$ cat config.mk
export PLATFORM = sky130hd
export DESIGN_NAME = button_debounce
export DESIGN_NICKNAME = d
export VERILOG_FILES = /design/src/rtl/button_debounce.sv
export SDC_FILE = /design/constraint.sdc
export NUM_CORES = 1
export LEC_CHECK = 0
export ABC_CLOCK_PERIOD_IN_PS = 1700
export CORE_AREA = 2 2 39 41
export DETAILED_ROUTE_END_ITERATION = 16
export DIE_AREA = 0 0 41 43
export SYNTH_ARGS = -nofsm -noshare
export SYNTH_HDL_FRONTEND = slang
export SYNTH_SLANG_ARGS = --single-unit
$ cat constraint.sdc
create_clock -name clk -period 1.7 [get_ports clk]
set_input_delay 0.34 -clock clk [delete_from_list [all_inputs] [get_ports clk]]
set_output_delay 0.34 -clock clk [all_outputs]
set_load 0.01 [all_outputs]
$ cat src/rtl/button_debounce.sv
// Push-button conditioner: two-flop synchroniser, stability counter and a
// four-state FSM. Emits a single-cycle `en` pulse per accepted press and the
// debounced level `btn_level`.
// Optional feature: define BUTTON_DEBOUNCE_AUTO_REPEAT_EN to emit repeat pulses
// every REPEAT_CYCLES cycles while the button stays pressed.
module button_debounce #(
  parameter int unsigned DEBOUNCE_CYCLES = 16,
  parameter int unsigned REPEAT_CYCLES   = 8
) (
  input  logic clk,
  input  logic rst,
  input  logic btn_in,
  output logic en,
  output logic btn_level
);

  localparam int unsigned CntMax = (DEBOUNCE_CYCLES > REPEAT_CYCLES) ? DEBOUNCE_CYCLES
                                                                      : REPEAT_CYCLES;
  localparam int unsigned CntW   = $clog2(CntMax);

  localparam logic [CntW-1:0] DebLast = CntW'(DEBOUNCE_CYCLES - 1);
`ifdef BUTTON_DEBOUNCE_AUTO_REPEAT_EN
  localparam logic [CntW-1:0] RepLast = CntW'(REPEAT_CYCLES - 1);
`endif

  typedef enum logic [1:0] {
    StReleased,
    StPressWait,
    StPressed,
    StReleaseWait
  } state_e;

  logic            s1_d, s1_q;
  logic            s2_d, s2_q;
  state_e          state_d, state_q;
  logic [CntW-1:0] cnt_d, cnt_q;
  logic            en_d, en_q;
  logic            btn_level_d, btn_level_q;

  // Synchroniser stages: only s2_q is ever looked at by the FSM.
  always_comb begin
    s1_d = btn_in;
    s2_d = s1_q;
  end

  // Next-state, counter and registered-output logic.
  always_comb begin
    state_d = state_q;
    cnt_d   = cnt_q;
    en_d    = 1'b0;
    unique case (state_q)
      StReleased: begin
        if (s2_q) begin
          state_d = StPressWait;
          cnt_d   = '0;
        end
      end
      StPressWait: begin
        if (!s2_q) begin
          state_d = StReleased;
          cnt_d   = '0;
        end else if (cnt_q == DebLast) begin
          state_d = StPressed;
          cnt_d   = '0;
          en_d    = 1'b1;
        end else begin
          cnt_d = cnt_q + CntW'(1);
        end
      end
      StPressed: begin
        if (!s2_q) begin
          state_d = StReleaseWait;
          cnt_d   = '0;
        end
`ifdef BUTTON_DEBOUNCE_AUTO_REPEAT_EN
        else if (cnt_q == RepLast) begin
          cnt_d = '0;
          en_d  = 1'b1;
        end else begin
          cnt_d = cnt_q + CntW'(1);
        end
`endif
      end
      StReleaseWait: begin
        if (s2_q) begin
          // Release bounce: back to pressed without a new pulse.
          state_d = StPressed;
          cnt_d   = '0;
        end else if (cnt_q == DebLast) begin
          state_d = StReleased;
          cnt_d   = '0;
        end else begin
          cnt_d = cnt_q + CntW'(1);
        end
      end
      default: begin
        state_d = StReleased;
        cnt_d   = '0;
      end
    endcase
    btn_level_d = (state_d == StPressed) || (state_d == StReleaseWait);
  end

  // State register with synchronous reset taking priority over everything.
  always_ff @(posedge clk) begin
    if (rst) begin
      s1_q        <= 1'b0;
      s2_q        <= 1'b0;
      state_q     <= StReleased;
      cnt_q       <= '0;
      en_q        <= 1'b0;
      btn_level_q <= 1'b0;
    end else begin
      s1_q        <= s1_d;
      s2_q        <= s2_d;
      state_q     <= state_d;
      cnt_q       <= cnt_d;
      en_q        <= en_d;
      btn_level_q <= btn_level_d;
    end
  end

  assign en        = en_q;
  assign btn_level = btn_level_q;

endmodule

==> impl_metrics.tcl <==
set metrics [dict create \
    outcome "complete, no violations" \
    ff2ff_setup_slack_ns 0.39 \
    grt_pass1_vias 306 \
    clockBufferDepth 2 \
    clk_pin_slew_ns 0.06 \
    yosysSeqAreaShare_pct 46.6 \
    yosys.area.top_type "dfxtp_1" \
    worstPathBufferInverterCount 1 \
    min_from "s1_q$_SDFF_PP0_" \
    htreeDepth 1 \
    synth.top_cell.area_share_pct 46.6 \
    drtPass1Iterations 4 \
    final_core_util_pct 34.7 \
    hold_ws_ns 0.453 \
    fin_skew_ns 0.000599 \
    clock-sinks 9 \
    dr_total_vias 336 \
    slowest_delay_ns 0.57 \
    place_inst 60 \
    grt_max_degree 9 \
    wirelength_um 722 \
    synth_area_per_cell_sq_um 9.67 \
    start_util_pct 27.9 \
    cts_made_buffers 3 \
    io_pins 5 \
    ir_drop_mv 0.521 \
    reg2reg_from "state_q[1]$_SDFF_PP0_" \
    cellPowerDensity_mw_per_mm2 840 \
    setup.worst_path.start_class "register" \
    post_cts_resized 0 \
    slew_violations 0 \
    insertion_delay_ns 0.26 \
    max-slew-margin-rel_pct 67.5 \
    nets 53 \
    drc 0 \
    die_h_um 43 \
    finalSetupViolCount 0 \
    std_cell_rows 14 \
    path_delay_family "buffers and inverters" \
    io_buffers 4 \
    cp.required_ns 1.36 \
    total_power_mw 0.403 \
    rsz0062_at_grt "false" \
    worstPathMaxFanout 5 \
    diodes 0 \
    viasPerCell 5.25 \
    avgRoutedWirePerCell_um 11.3 \
    syn_inst 40 \
    p_leak_nw 0.174 \
    finalHoldViolCount 0 \
    overflow 0 \
    yosysUniqueCellTypes 20 \
    final_area_sq_um 480 \
    min_period_over_period_pct 93.6 \
    critPathLaunch "state_q[1]$_SDFF_PP0_" \
    maxCapViolCount 0 \
    cts_tree "yes" \
    yosys_warnings 0 \
    hold_path_class "register to register" \
    worst_pin_slew_ns 0.486 \
    placed_cell_area_sq_um 453 \
    crit_type "register to output port" \
    crit_path_cell_trace "clkdlybuf4s50_1" \
    crit_arrival_ns 1.25 \
    place_congestion 0.681 \
    dp_hpwl_um 514 \
    cts-hold-fix-buffers 0 \
    chipWidth_um 41 \
    grtUsageTotal_pct 11.5 \
    cp-end-kind "output port" \
    fmax_mhz 628 \
    antenna_found_initial 0 \
    dp_slack_ns 0.182 \
    slowest_stage "clkdlybuf4s50_1" \
    area_delta_synth_final_pct 24.3 \
    mappedNetlistNets 44 \
    drive_gt1_share_pct 14.6 \
    root_buffer "clkbuf_4" \
    synthTopCellsByArea "dfxtp_1, nand3_1, nand4b_1, ha_1, nand4_1" \
    die-area_sq_mm 0.00176 \
    finalCriticalPeriod_ns 1.59 \
    setup_tns_ns 0 \
    core_sq_mm 0.00138 \
    grt_first_pass_wirelength_um 1300 \
    ant_nets 0 \
    first_iter_violations 6 \
    cts_setup_buffers 0 \
    synth_area_sq_um 387 \
    ys_ff_latch 9 \
    fin_cells 64 \
    layout_setup_ws_ns 0.109 \
]
Yosys cell counts (all sizes together):
| library cell | count |
|---|---|
| dfxtp | 9 |
| nand3 | 6 |
| nand4b | 3 |
| a21oi | 2 |
| clkbuf | 2 |
| inv | 2 |
| nand4 | 2 |
| nor2 | 2 |
| nor2b | 2 |
| a31oi | 1 |
| and3b | 1 |
| ha | 1 |
| mux2i | 1 |
| nor4b | 1 |
| o311ai | 1 |
| or4 | 1 |
| or4b | 1 |
| xnor2 | 1 |
| xor2 | 1 |
power by group:
part / switching, mW / leakage, nW / internal, mW / total [mW]
clock network: 0.0800 / 0.0177 / 0.0870 / 0.167
registers: 0.00278 / 0.0730 / 0.214 / 0.217
logic: 0.00897 / 0.0837 / 0.0108 / 0.0198
sequential cells by signal (all words and copies together) (netlist names):
signal and flops:
s1_q 1, state_q 2, s2_q 1, en 1, cnt_q 4
logic make-up after synthesis:
logic type                 synth area share, %
xor gates and xnor gates                  4.53
buffers and inverters                     4.21
DFF                                       46.6
muxes                                     2.59
AOI/OAI and AO/OA                         6.47
and+or+nand+nor                           32.4
adders and majority gates                 3.24
layout by cell type (no fill, tap or decap):
cell type        n
dfxtp_1          9
nand3_1          6
clkdlybuf4s50_1  4
nand4b_1         3
clkbuf_4         3
nor2b_1          2
nand4_1          2
nor2_1           2
inv_1            2
a21oi_1          2
buf_4            2
mux2i_1          1
xor2_1           1
xnor2_1          1
or4b_1           1
or4_1            1
o311ai_1         1
nor4b_1          1
a31oi_1          1
and3b_2          1
ha_1             1
clkinv_2         1
metal layers:
layer | part of all wire [%] | vias to the layer above | global-route usage, %
met1 | 44 | 153 | 13.6
met3 | 8.4 | 2 | 9.42
met5 | 0 | - | 0
li1 | - | 164 | -
met2 | 46 | 17 | 15.0
met4 | 1.4 | 0 | 4.00
layout make-up:
cell class                      count  area (sq um)
Sequential cell                     9           180
Clock buffer                        3          22.5
Inverter                            2          7.51
Timing Repair Buffer                6          55.1
Tap cell                           16          20.0
Multi-Input combinational cell     27           190
Fill cell                         139           903
Clock inverter                      1          5.00
path summary, 6_finish.rpt:
check,cells after the start,endpoint
worst max-delay path,1,btn_level
worst min-delay path,1,s2_q$_SDFF_PP0_
worst max register to register,3,cnt_q[3]$_SDFFE_PP0P_
worst min register to register,1,s2_q$_SDFF_PP0_
Note: power is estimated with default switching activity, not from simulation.
